[src/rtl/uart_pkg.sv]
// Shared UART definitions: parity modes, transmitter FSM states and the parity helper.
// Also intended for the parametrised uart_rx.
package uart_pkg;

    typedef enum logic [1:0] {
        PAR_NONE = 2'd0,
        PAR_EVEN = 2'd1,
        PAR_ODD  = 2'd2
    } parity_e;

    typedef enum logic [2:0] {
        IDLE   = 3'd0,
        START  = 3'd1,
        DATA   = 3'd2,
        PARITY = 3'd3,
        STOP   = 3'd4
    } uart_tx_state_e;

    localparam int unsigned UART_MAX_DATA_BITS = 9;

    // Callers zero-extend narrower words; the extra zeros do not change the parity.
    function automatic logic parity_bit(input logic [UART_MAX_DATA_BITS-1:0] data,
                                        input parity_e mode);
        case (mode)
            PAR_EVEN: parity_bit = ^data;
            PAR_ODD:  parity_bit = ~^data;
            default:  parity_bit = 1'b0;
        endcase
    endfunction

endpackage

[src/rtl/sync_fifo.sv]
// Single-clock FIFO with an occupancy output. Read data shows the oldest stored word;
// a word written this cycle is never visible at the output in the same cycle.
module sync_fifo #(
    parameter  int WIDTH = 8,
    parameter  int DEPTH = 16,
    localparam int AW    = (DEPTH > 1) ? $clog2(DEPTH) : 1,
    localparam int LW    = $clog2(DEPTH) + 1
) (
    input  logic             clk,
    input  logic             nreset,
    input  logic             wr_en_i,
    input  logic [WIDTH-1:0] wr_data_i,
    input  logic             rd_en_i,
    output logic [WIDTH-1:0] rd_data_o,
    output logic             full_o,
    output logic             empty_o,
    output logic [LW-1:0]    level_o
);

    logic [WIDTH-1:0] mem_q [DEPTH];
    logic [AW-1:0]    wr_ptr_q, wr_ptr_d;
    logic [AW-1:0]    rd_ptr_q, rd_ptr_d;
    logic [LW-1:0]    level_q, level_d;
    logic             push, pop;

    assign full_o    = (level_q == LW'(DEPTH));
    assign empty_o   = (level_q == '0);
    assign push      = wr_en_i && !full_o;
    assign pop       = rd_en_i && !empty_o;
    assign rd_data_o = mem_q[rd_ptr_q];
    assign level_o   = level_q;

    // DEPTH is a power of two, so the pointers wrap on their own.
    always_comb begin
        wr_ptr_d = wr_ptr_q;
        rd_ptr_d = rd_ptr_q;
        level_d  = level_q;
        if (push) begin
            wr_ptr_d = wr_ptr_q + AW'(1);
        end
        if (pop) begin
            rd_ptr_d = rd_ptr_q + AW'(1);
        end
        case ({push, pop})
            2'b10:   level_d = level_q + LW'(1);
            2'b01:   level_d = level_q - LW'(1);
            default: level_d = level_q;
        endcase
    end

    always_ff @(posedge clk or negedge nreset) begin
        if (!nreset) begin
            wr_ptr_q <= '0;
            rd_ptr_q <= '0;
            level_q  <= '0;
        end else begin
            wr_ptr_q <= wr_ptr_d;
            rd_ptr_q <= rd_ptr_d;
            level_q  <= level_d;
        end
    end

    always_ff @(posedge clk) begin
        if (push) begin
            mem_q[wr_ptr_q] <= wr_data_i;
        end
    end

endmodule

[src/rtl/uart_tx_stream.sv]
// UART transmitter fed by a valid/ready stream through an input FIFO.
// Define UART_TX_ERR_INJECT_EN to add the inject_par/inject_frm error-injection ports.
module uart_tx_stream #(
    parameter  int DATA_BITS  = 8,
    parameter  int PARITY     = 1,
    parameter  int STOP_BITS  = 1,
    parameter  int FIFO_DEPTH = 16,
    parameter  int DIV_WIDTH  = 16,
    localparam int LVL_W      = $clog2(FIFO_DEPTH) + 1
) (
    input  logic                 clk,
    input  logic                 nreset,
    input  logic [DIV_WIDTH-1:0] divisor,
    input  logic                 in_valid,
    output logic                 in_ready,
    input  logic [DATA_BITS-1:0] in_data,
    output logic                 tx,
    output logic                 busy,
    output logic [LVL_W-1:0]     fifo_level
`ifdef UART_TX_ERR_INJECT_EN
    ,
    input  logic                 inject_par,
    input  logic                 inject_frm
`endif
);

    import uart_pkg::*;

    localparam int      BIT_W    = $clog2(DATA_BITS);
    localparam parity_e PAR_MODE = parity_e'(2'(PARITY));

    uart_tx_state_e        state_q;
    logic [DIV_WIDTH-1:0]  timer_q;
    logic [DIV_WIDTH-1:0]  div_q;
    logic [BIT_W-1:0]      bit_idx_q;
    logic                  stop_idx_q;
    logic [DATA_BITS-1:0]  word_q;
    logic                  par_q;
    logic                  frm_err_q;
    logic                  tx_q;
    logic                  busy_q;

    logic [DATA_BITS-1:0]  fifo_rd_data;
    logic                  fifo_full;
    logic                  fifo_empty;
    logic [LVL_W-1:0]      fifo_lvl;
    logic                  pop;
    logic                  tick;
    logic                  last_stop;
    logic                  tx_now;
    logic                  inj_par_w;
    logic                  inj_frm_w;

`ifdef UART_TX_ERR_INJECT_EN
    assign inj_par_w = inject_par && (PARITY != 0);
    assign inj_frm_w = inject_frm;
`else
    assign inj_par_w = 1'b0;
    assign inj_frm_w = 1'b0;
`endif

    sync_fifo #(
        .WIDTH (DATA_BITS),
        .DEPTH (FIFO_DEPTH)
    ) u_fifo (
        .clk       (clk),
        .nreset    (nreset),
        .wr_en_i   (in_valid),
        .wr_data_i (in_data),
        .rd_en_i   (pop),
        .rd_data_o (fifo_rd_data),
        .full_o    (fifo_full),
        .empty_o   (fifo_empty),
        .level_o   (fifo_lvl)
    );

    assign tick      = (timer_q == '0);
    assign last_stop = (stop_idx_q == 1'(STOP_BITS - 1));
    // A word is taken either from idle or at the end of the final stop bit, so frames run gap-free.
    assign pop       = !fifo_empty &&
                       ((state_q == IDLE) || ((state_q == STOP) && tick && last_stop));

    always_comb begin
        tx_now = 1'b1;
        case (state_q)
            START:            tx_now = 1'b0;
            DATA:             tx_now = word_q[bit_idx_q];
            uart_pkg::PARITY: tx_now = par_q;
            STOP:             tx_now = !(frm_err_q && (stop_idx_q == 1'b0));
            default:          tx_now = 1'b1;
        endcase
    end

    // tx and busy are registered from the current state, so the line lags the FSM by one cycle.
    always_ff @(posedge clk or negedge nreset) begin
        if (!nreset) begin
            state_q    <= IDLE;
            timer_q    <= '0;
            div_q      <= '0;
            bit_idx_q  <= '0;
            stop_idx_q <= 1'b0;
            word_q     <= '0;
            par_q      <= 1'b0;
            frm_err_q  <= 1'b0;
            tx_q       <= 1'b1;
            busy_q     <= 1'b0;
        end else begin
            tx_q   <= tx_now;
            busy_q <= (state_q != IDLE) || !fifo_empty;

            if (state_q == IDLE) begin
                if (!fifo_empty) begin
                    state_q <= START;
                end
            end else if (!tick) begin
                timer_q <= timer_q - DIV_WIDTH'(1);
            end else begin
                timer_q <= div_q;
                case (state_q)
                    START: begin
                        state_q   <= DATA;
                        bit_idx_q <= '0;
                    end
                    DATA: begin
                        if (bit_idx_q == BIT_W'(DATA_BITS - 1)) begin
                            state_q    <= (PARITY == 0) ? STOP : uart_pkg::PARITY;
                            stop_idx_q <= 1'b0;
                        end else begin
                            bit_idx_q <= bit_idx_q + BIT_W'(1);
                        end
                    end
                    uart_pkg::PARITY: begin
                        state_q    <= STOP;
                        stop_idx_q <= 1'b0;
                    end
                    STOP: begin
                        if (last_stop) begin
                            state_q <= fifo_empty ? IDLE : START;
                        end else begin
                            stop_idx_q <= 1'b1;
                        end
                    end
                    default: state_q <= IDLE;
                endcase
            end

            // Frame parameters are captured once per word; later divisor or inject changes wait a frame.
            if (pop) begin
                word_q    <= fifo_rd_data;
                div_q     <= divisor;
                timer_q   <= divisor;
                par_q     <= parity_bit(UART_MAX_DATA_BITS'(fifo_rd_data), PAR_MODE) ^ inj_par_w;
                frm_err_q <= inj_frm_w;
            end
        end
    end

    assign tx         = tx_q;
    assign busy       = busy_q;
    assign in_ready   = !fifo_full;
    assign fifo_level = fifo_lvl;

endmodule

[config.mk]
export PLATFORM = sky130hd
export DESIGN_NAME = uart_tx_stream
export DESIGN_NICKNAME = d
export VERILOG_FILES = /design/src/rtl/uart_pkg.sv /design/src/rtl/sync_fifo.sv /design/src/rtl/uart_tx_stream.sv
export SDC_FILE = /design/constraint.sdc
export NUM_CORES = 1
export LEC_CHECK = 0
export ABC_AREA = 1
export CORE_ASPECT_RATIO = 0.8
export CORE_UTILIZATION = 30
export DETAILED_ROUTE_END_ITERATION = 6
export PLACE_DENSITY = 0.47
export SLEW_MARGIN = 20
export SYNTH_ARGS = -nofsm -noshare
export SYNTH_HDL_FRONTEND = slang
export SYNTH_SLANG_ARGS = --single-unit
[constraint.sdc]
create_clock -name clk -period 7 [get_ports clk]
set_input_delay 0.7 -clock clk [delete_from_list [all_inputs] [get_ports clk]]
set_output_delay 0.7 -clock clk [all_outputs]
set_load 0.05 [all_outputs]
==> out/metrics.yaml <==
sta:
  rsz0062_at_grt: "false"
  min_period_over_period_pct: 48.8
  tightest_slew_ns: 0.958
  whs_ns: 0.453
  setup-tns-final_ns: 0
  fin_skew_ns: 0.0192
  final_max_slew_viol_count: 0
  period_needed_ns: 3.42
  timing_hold_violations_final: 0
  setup_viol: 0
  fmax_mhz: 293
  relSlewSlack_pct: 36.1
setup_path:
  slowest_stage: "inv_1"
  cp-startpoint: "timer_q[0]"
  worstPathMaxFanout: 46
  cp_num_buf_inv: 2
  r2r_end: "u_fifo.level_o[4]"
  end_kind: "register"
  path_cells: "inv_1, ha_1, nand2_1, nor2_2, nand2_4, nand2_4, nand2_4, inv_1, ha_1, a21oi_1, or2_2, nand2_1, nand2_1, nand2_1, xor2_1, nand2_1, nand2_1"
  crit_family: "simple AND/OR/NAND/NOR gates"
  worstPathRequired_ns: 7.37
  critical_path_class: "register to register"
  r2r-start: "timer_q[0]"
  critPathCapture: "u_fifo.level_o[4]"
  worstPathArrival_ns: 3.78
  max_stage_delay_ns: 0.64
  r2r_slack_ns: 3.58
  start_kind: "register"
  cp_num_cells: 17
  worst_path_most_repeated_cell: "nand2_1"
  reg2regPathDepth: 17
clock_network:
  insertion_delay_ns: 0.44
  clock_sinks: 190
  cts_tree: "yes"
  clk_pin_slew_ns: 0.08
  cts_made_buffers: 17
  h-tree-depth: 4
  postCtsSetupBuffers: 0
  post_cts_resized: 0
  root_buffer: "clkbuf_16"
  cts.path.max_buffers: 2
  ctsHoldBuffers: 0
cells_and_area:
  final_util_pct: 35.0
  antenna_cells: 0
  nets: 979
  fillers: 2947
  final_cells: 1323
  fin_area_mm2: 0.00998
  drive_above_1_share_pct: 6.09
  syn2layout_area_growth_pct: 13.8
power_and_ir_drop:
  power_frac_comb_pct: 40.0
  powerDensity_mw_per_mm2: 432
  power.share.clock_pct: 22.4
  p_leak_nw: 4.16
  power_frac_seq_pct: 37.5
  p_sw_share_pct: 42.6
  power.internal_mw: 2.48
  peakVddDrop_v: 0.000181
  switching_power_mw: 1.84
die:
  core_area_mm2: 0.0285
  core.rowCount: 55
  initial_core_util_pct: 30.8
  die_area_mm2: 0.0299
  ios: 35
  die_x_um: 193
  die-height_um: 155
synthesis:
  seq_area_frac_synth_pct: 61.5
  syn_nets: 957
  synth_edf_count: 128
  syn_area_mm2: 0.00878
  ys.warnings.count: 0
  yosys.cell_count.top_type: "nand2_1"
  ys.flop_type: "edfxtp_1"
  synth_top_area_share_pct: 43.8
  async_reset_ff_share_pct: 32.6
  ys_top_cells_by_count: "nand2_1 (291), edfxtp_1 (128), nor2_1 (91)"
  ys_ff_latch: 190
  yosysUniqueCellTypes: 38
  synth_top_area_cell: "edfxtp_1"
  syn_inst: 918
  yosys-top-cells-area: "edfxtp_1 (44%), dfrtp_1 (17%), nand2_1 (12%), nand3_1 (4.1%), nor2_1 (3.9%)"
  synth_area_per_cell_um2: 9.56
global_route:
  grt_pass1_wl_um: 34600
  grt_use_total_pct: 15.1
  grt_max_degree: 75
  first_global_vias: 5805
  gr-total-overflow: 0
  antenna_found_initial: 0
drt:
  drt-total-wl_um: 21800
  drc: 0
  viasPerCell: 4.63
  firstDrtPassIters: 6
  routed-via-count: 6131
  routedWlPerCell_um: 16.5
  first_iter_violations: 433
  postRouteAntennaNets: 0
status:
  status: "finished, final reports clean"
place:
  post_dp_cell_area_mm2: 0.00939
  portBuffers: 34
  hpwl_um: 13900
  place_inst: 1291
  gp_congestion: 0.764
hold_path:
  hp-class: "input port to asynchronous set/reset pin"
job:
  maxCapViolCount: 0
[registers in the layout, summed over array words and instances, names as in the netlist]
signal / cells
u_fifo.mem_q: 128
tx: 1
div_q: 16
u_fifo.wr_ptr_q: 4
timer_q: 16
state_q: 3
bit_idx_q: 3
word_q: 8
u_fifo.level_o: 5
par_q: 1
u_fifo.rd_ptr_q: 4
busy: 1
[power groups by stage]
stage / sequential, mW / combinational [mW] / clock [mW]
after floorplan: 1.64 / 1.26 / 0
after global placement: 1.64 / 1.74 / 0
after detailed placement: 1.64 / 1.74 / 0
after CTS: 1.62 / 1.75 / 0.989
after global routing: 1.65 / 1.98 / 1.04
final: 1.62 / 1.73 / 0.968
[cell usage in the layout (no fill, tap or decap), types with 11 or more instances in the layout]
cell / count
a21oi_1: 12
a31oi_1: 12
clkbuf_16: 17
clkdlybuf4s50_1: 33
dfrtp_1: 60
edfxtp_1: 128
ha_1: 12
inv_1: 68
nand2_1: 291
nand3_1: 72
nor2_1: 91
o21ai_0: 53
o21ai_1: 11
xor2_1: 15
[worst min-delay path by stage]
| stage | start | end | slack, ns |
|---|---|---|---|
| 2_1_floorplan | nreset | bit_idx_q[0] | 0.40 |
| 3_3_place_gp | div_q[11] | div_q[11] | 0.46 |
| 3_5_place_dp | div_q[10] | div_q[10] | 0.46 |
| 4_1_cts | div_q[5] | div_q[5] | 0.48 |
| 5_1_grt | div_q[5] | div_q[5] | 0.50 |
| 6_report | nreset | div_q[3] | 0.45 |
[logic make-up (layout without fill, tap and decap cells)]
family | after synthesis | after routing | synth area share (%)
buf+inv | 112 | 147 | 5.72
compound gates | 102 | 102 | 6.49
fa+ha+maj | 12 | 12 | 1.71
mux | 1 | 1 | 0.114
flops | 190 | 190 | 61.5
simple gates | 482 | 482 | 22.6
xor+xnor | 19 | 19 | 1.90
[worst reg2reg max path, delay by kind of cell (launching register included)]
| family | cells | cell delay [ns] |
|---|---|---|
| compound gates | 1 | 0.13 |
| xor+xnor | 1 | 0.14 |
| fa+ha+maj | 2 | 0.63 |
| buf+inv | 2 | 0.77 |
| flops | 1 | 0.36 |
| simple gates | 11 | 1.34 |
[routing by layer]
metal / global-route usage, % / up-vias / share of wire (%)
met5: 0 / - / 0
met4: 3.20 / 0 / 0.72
met3: 2.88 / 6 / 3.6
met2: 21.8 / 95 / 43
met1: 23.3 / 2949 / 53
li1: - / 3081 / -
[through the flow]
step,setup slack (ns),power [mW]
floorplan,4.01,2.90
global placement,3.60,3.38
detailed placement,3.54,3.38
CTS,3.53,4.36
global route,3.27,4.66
finish,3.58,4.31
[layout make-up]
| type | instances | area (µm²) | area share, % |
|---|---|---|---|
| inverter | 77 | 289 | 2.89 |
| tap | 370 | 463 | 4.64 |
| multi-input combinational | 616 | 2880 | 28.8 |
| sequential | 190 | 5400 | 54.1 |
| clock inverter | 15 | 165 | 1.65 |
| timing repair buffer | 38 | 365 | 3.66 |
| clock buffer | 17 | 425 | 4.26 |
(Power assumes the default switching activity.)
==> edit 1, RTL diff (same flow settings) <==
Register the output `fifo_level`; this adds one clock of latency there. The other outputs are not delayed to match.
--- a/src/rtl/uart_tx_stream.sv
+++ b/src/rtl/uart_tx_stream.sv
@@ -159,5 +159,7 @@
     assign busy       = busy_q;
     assign in_ready   = !fifo_full;
-    assign fifo_level = fifo_lvl;
+    always_ff @(posedge clk) begin
+        fifo_level <= fifo_lvl;
+    end
 
 endmodule
Function: changed (Yosys sat finds a counterexample within 4 cycles, from zero or initial values and one cycle with nreset low).
==> edit 1 against the original RTL <==
Synthesized area increased by 2.9%. Design area increased by 2.3%. Highest routed layer unchanged. Clock power increased by 1%. Worst setup slack improved by 0.28 ns. Non-clock buffer count decreased by 1. Sequential share of layout area decreased by 0.24 points. Cell count increased by 3.8%. Total power increased by 0.63%. Sequential cell count increased by 5. Utilization decreased by 0.33 points. Wire length decreased by 1.1%. First-iteration DRC count increased by 12%. Largest cell class unchanged.
==> edit 1: results (changes against the original RTL) <==
Clocking
  – Clock transition at the register clock pins on the worst setup and hold paths after CTS: 0.07 ns
  – Clock Path Buffers: 2 (unchanged)
  – CTS Buf Count: 17 (unchanged)
  – CTS root buf: clkbuf_16
  – Post-CTS setup buffer count: 0 (unchanged)
  – Post-CTS sizing: 0 (unchanged)
  – Clock latency at the later pin of the worst-skew pair: 0.44 ns (about the same)
  – Max H-tree Level: 4 (unchanged)

Synth
  – YS warnings: 0 (unchanged)
  – Ranking of synthesized cells by instance count: nand2_1 (315), edfxtp_1 (128), inv_1 (109)
  – Largest cells by area after synthesis: edfxtp_1 (43%), dfrtp_1 (17%), nand2_1 (13%), nand3_1 (5.0%), inv_1 (4.5%)
  – Asr flop ratio synth: 31.8% (-0.84 points)
  – Number of unique standard cell types used by synthesis: 41 (+7.9%)
  – Count of flip-flops with a built-in enable after synthesis: 128 (unchanged)
  – Syn_nets: 1,000 (+4.5%)
  – Fraction of the yosys area taken by sequential cells: 60.8% (-0.65 points)

Status
  – Outcome: completed

Place
  – Port buffer count: 34 (unchanged)
  – Half-perimeter wire length after detailed placement: 13,100 um (-5.7%)
  – Pre-CTS worst setup slack: 3.82 ns (+0.281 ns)
  – Placer congestion estimate: 0.801 (+4.9%)

Power and ir drop
  – Maximum ir drop on the vdd rail: 0.190 mV (+5.0%)
  – Leakage power: 0.00443 uW (+6.6%)

Drt
  – Total routed wire length on the met1 layer: 11,000 um (-5.0%)
  – Number of optimization iterations in the first detailed-route pass: 5 (-1)
  – Final routed wirelength across all metal layers: 21,600 um (-1.1%)
  – Routed via count divided by cell count: 4.50 (-2.9%)
  – Wire length on met3: 859 um (+9.7%)
  – Initial detailed-routing violation count: 487 (+12%)
  – Top Layer Used: met4
  – Met2 layer wire length in the routed design: 9480 um (+1.8%)

Worst setup path
  – RR Startpoint: timer_q[0]$_DFFE_PN0P_
  – Cell count of the worst reg-to-reg path: 17 (unchanged)
  – Slack of the worst reg-to-reg path: 3.87 ns (+0.28 ns)
  – Endpoint of the worst-slack reg-to-reg timing path: u_fifo.level_o[4]$_DFFE_PN0P_
  – Highest net fanout along the worst path: 44 (-4.3%)
  – Arrival time reported for the critical path endpoint: 3.52 ns (-0.26 ns)
  – Element type at the critical path start: register

STA
  – Slew of the pin with the lowest slew margin: 1.08 ns (+0.124 ns)
  – Worst clock skew on the final layout: 0.0122 ns (-0.00702 ns)

Min path
  – Hold crit path type: input port to asynchronous set/reset pin

GRT
  – Wire length of the first global-routing pass: 34,300 um (-0.74%)
  – Maximum number of pins on one net before global-route repair: 64 (-15%)
  – Overall Global Routing Usage: 14.9% (-0.25 points)
  – Initial antenna violation count: 0 (unchanged)
  – Number of global-route vias before repair: 5,905 (+1.7%)

Cells and area
  – Layout filler cell count: 3,009 (+2.1%)
  – Largest registers: u_fifo.mem_q (128), div_q (16), timer_q (16)
  – Fraction of layout cells with a size suffix above 1: 5.82% (-0.26 points)
  – Number of antenna diodes: 0 (unchanged)
## edit 1: cell count changes in the layout (fill, tap and decap cells not counted), sizes merged, moves of 4 or more
cell,unedited run,this run
nand2,295,320
nor2,97,76
o211ai,6,2
o21ai,64,51
nand3,72,90
dfxtp,0,5
or2,6,1
inv,82,122
## edit 1: area by class of cell
type,instances,area [sq um],share of cell area [%]
Sequential cell,195,5500,53.8
Multi-Input combinational cell,613,2860,28.0
Tap cell,377,472,4.62
Inverter,119,449,4.40
Clock buffer,17,425,4.16
Timing Repair Buffer,37,358,3.50
Clock inverter,15,150,1.47
## edit 1: logic make-up (layout without fill, tap and decap cells)
family	count (synthesis)	after routing	share of synthesized area [%]
muxes	1	1	0.111
DFF	195	195	60.8
xor gates and xnor gates	19	19	1.84
buffers and inverters	153	188	7.46
adders and majority gates	12	12	1.66
AOI/OAI and AO/OA	84	84	5.21
and+or+nand+nor	497	497	22.9
## edit 1: routing by layer
metal  up-vias  GRT usage [%]
met5         -              0
met1      2911           21.5
met3        19           3.21
li1       3153              -
met2        98           22.4
met4         0           4.06
## edit 1: worst max-delay path by stage
| stage | end | slack [ns] | depth (start not counted) |
|---|---|---|---|
| 2_1_floorplan | u_fifo.level_o[4]$_DFFE_PN0P_ | 4.30 | 15 |
| 3_3_place_gp | u_fifo.level_o[4]$_DFFE_PN0P_ | 3.88 | 17 |
| 3_5_place_dp | u_fifo.level_o[4]$_DFFE_PN0P_ | 3.82 | 17 |
| 4_1_cts | u_fifo.level_o[4]$_DFFE_PN0P_ | 3.80 | 17 |
| 5_1_grt | u_fifo.level_o[4]$_DFFE_PN0P_ | 3.44 | 17 |
| 6_report | u_fifo.level_o[4]$_DFFE_PN0P_ | 3.87 | 17 |
## edit 1: power breakdown
part / leakage [uW] / switching [uW] / internal [uW] / total, uW
registers: 0.00195 / 191 / 1500 / 1690
clock network: 0.000283 / 479 / 502 / 981
logic: 0.00220 / 1140 / 533 / 1670
## edit 1: critical path, stage by stage (launching register included)
cell and delay [ns]:
dfrtp_1 0.36, inv_1 0.12, ha_1 0.19, nand2_1 0.07
nor2_2 0.15, nand2_4 0.12, nand2_4 0.09, nand2_4 0.27
inv_2 0.49, ha_1 0.36, xnor2_1 0.14, or2_2 0.30
nand2_1 0.07, nand2_1 0.04, nand2_1 0.06, xor2_1 0.14
nand2_1 0.06, nand2_1 0.05
## edit 1: through the flow
| step | total power (uW) | instances | area (sq um) | hold slack [ns] |
|---|---|---|---|---|
| after global placement | 3400 | 1341 | 9640 | 0.446 |
| after detailed placement | 3390 | 1341 | 9640 | 0.439 |
| after CTS | 4380 | 1373 | 10200 | 0.457 |
| after global routing | 4700 | 1373 | 10200 | 0.478 |
| final | 4340 | 1373 | 10200 | 0.427 |
| after floorplan | 2960 | 961 | 9030 | 0.394 |
==> edit 2, RTL diff (same flow settings) <==
Without the edit above. The parameter `PARITY` goes from 1 to 0.
--- a/src/rtl/uart_tx_stream.sv
+++ b/src/rtl/uart_tx_stream.sv
@@ -3,5 +3,5 @@
 module uart_tx_stream #(
     parameter  int DATA_BITS  = 8,
-    parameter  int PARITY     = 1,
+    parameter  int PARITY     = 0,
     parameter  int STOP_BITS  = 1,
     parameter  int FIFO_DEPTH = 16,
Check against the original RTL: no difference found for any inputs over 10 cycles, from zero or initial values and one cycle with nreset low; that may be too few to reach the edited logic, so the function may still have changed.
==> edit 2 against the original RTL <==
Design area decreased by 0.60%. Worst setup slack improved by 0.31 ns. First-iteration DRC count decreased by 25%. Synthesized area decreased by 1.3%. Total power decreased by 2.2%. Sequential cell count decreased by 1. Wire length decreased by 2.2%. Sequential power about the same.
==> edit 2: results (changes against the original RTL) <==
Cells and area
  – Layout Cells excl Fill: 1,293 (-2.3%)
  – Sequential share of cell area: 54.1% (+0.075 points)
  – Layout filler cell count: 2,895 (-1.8%)
  – Non-clock inverter count: 70 (-9.1%)
  – Number of clock buffers in the layout: 20 (+3)
  – Area share of buffers outside the clock network: 3.61% (-0.053 points)
  – Number of ordinary and repair buffers in the finished layout: 37 (-2.6%)
  – Proportion of cell area spent on the clock network: 6.01% (+0.099 points)
  – Register cell area after layout: 5370 sq um (-0.46%)
  – Fraction of layout cells with a size suffix above 1: 6.93% (+0.85 points)
  – Area of the multi-input gates: 2870 sq um (-0.43%)

Clocking
  – Clock sink count: 189 (-0.53%)

Synth
  – Mux contribution to synthesized area: 0% (-0.11 points)
  – Primary flip-flop cell chosen by synthesis mapping: edfxtp_1
  – Synthesized-area fraction occupied by xor and xnor cells: 1.42% (-0.48 points)
  – Syn_nets: 924 (-3.4%)
  – Compound-cell area share of the yosys netlist: 9.02% (+2.5 points)
  – Ranking of synthesized cells by instance count: nand2_1 (250), edfxtp_1 (128), nor2_1 (94)
  – Largest cells by area after synthesis: edfxtp_1 (44%), dfrtp_1 (17%), nand2_1 (11%), o21ai_0 (4.4%), nor2_1 (4.1%)
  – Asr flop ratio synth: 32.3% (-0.36 points)

Drt
  – Total routed wire length on the met1 layer: 11,100 um (-3.7%)
  – Average routed wire per standard cell: 16.5 um (about the same)
  – Wire length on met3: 863 um (+10%)
  – Met2 layer wire length in the routed design: 9150 um (-1.7%)
  – Via count of the routed design: 5,973 (-2.6%)
  – Initial detailed-routing violation count: 323 (-25%)

Power and ir drop
  – Leakage power: 0.00401 uW (-3.6%)

Place
  – Placer congestion estimate: 0.825 (+7.9%)
  – Pre-CTS worst setup slack: 3.89 ns (+0.349 ns)

STA
  – Worst clock skew on the final layout: 0.0117 ns (-0.00750 ns)
  – Final count of hold timing violations: 0 (unchanged)
  – Normalized max-slew margin: 40.7% (+4.7 points)

Worst setup path
  – Arrival time reported for the critical path endpoint: 3.48 ns (-0.30 ns)
  – Highest net fanout along the worst path: 35 (-24%)

Status
  – Outcome: completed

GRT
  – M2 GR Usage: 22.3% (+0.45 points)
  – Global-route met3 utilization: 3.38% (+0.50 points)
  – Wire length of the first global-routing pass: 33,900 um (-1.8%)
  – Met1 Track Usage GR: 22.7% (-0.60 points)
  – Overall Global Routing Usage: 15.3% (+0.12 points)
  – Maximum number of pins on one net before global-route repair: 66 (-12%)
edit 2: cell count changes after synthesis, moves of 6 or more:
cell | unedited run | this run
o21ai_0 | 53 | 76
o211ai_1 | 6 | 0
clkbuf_1 | 5 | 14
nand2_1 | 291 | 250
a21oi_1 | 12 | 34
a31oi_1 | 12 | 2
nand3_1 | 72 | 45
o22ai_1 | 0 | 16
o21ai_1 | 11 | 1
a21boi_0 | 0 | 12
buf_2 | 17 | 8
edit 2: power breakdown:
group / total, uW / internal [uW] / leakage [uW] / switching (uW)
combinational: 1590 / 477 / 0.00181 / 1110
clock: 1010 / 550 / 0.000292 / 461
sequential: 1620 / 1450 / 0.00190 / 177
total: 4220 / 2470 / 0.00401 / 1750
edit 2: critical path: stages (launching register included):
cell and delay (ns):
dfrtp_1 0.45, nor2_1 0.17, nand4_1 0.30, nand2_1 0.17, inv_2 0.11, nand2_4 0.33
inv_6 0.19, ha_1 0.33, ha_1 0.34, inv_1 0.08, o21bai_1 0.08, a31oi_1 0.21
xor2_1 0.16, nand2_1 0.06, nand2_1 0.05
edit 2: path summary, 6_finish.rpt:
path	start	endpoint	slack, ns	cells after the start
min in group clk	word_q[3]$_DFFE_PN0P_	word_q[3]$_DFFE_PN0P_	0.48	2
max in group asynchronous	nreset	u_fifo.rd_ptr_q[0]$_DFFE_PN0P_	5.93	2
hold reg to reg	word_q[3]$_DFFE_PN0P_	word_q[3]$_DFFE_PN0P_	0.48	2
setup reg to reg	u_fifo.level_o[2]$_DFFE_PN0P_	u_fifo.level_o[4]$_DFFE_PN0P_	3.90	14
setup / recovery	u_fifo.level_o[2]$_DFFE_PN0P_	u_fifo.level_o[4]$_DFFE_PN0P_	3.90	14
hold / removal	nreset	timer_q[10]$_DFFE_PN0P_	0.45	2
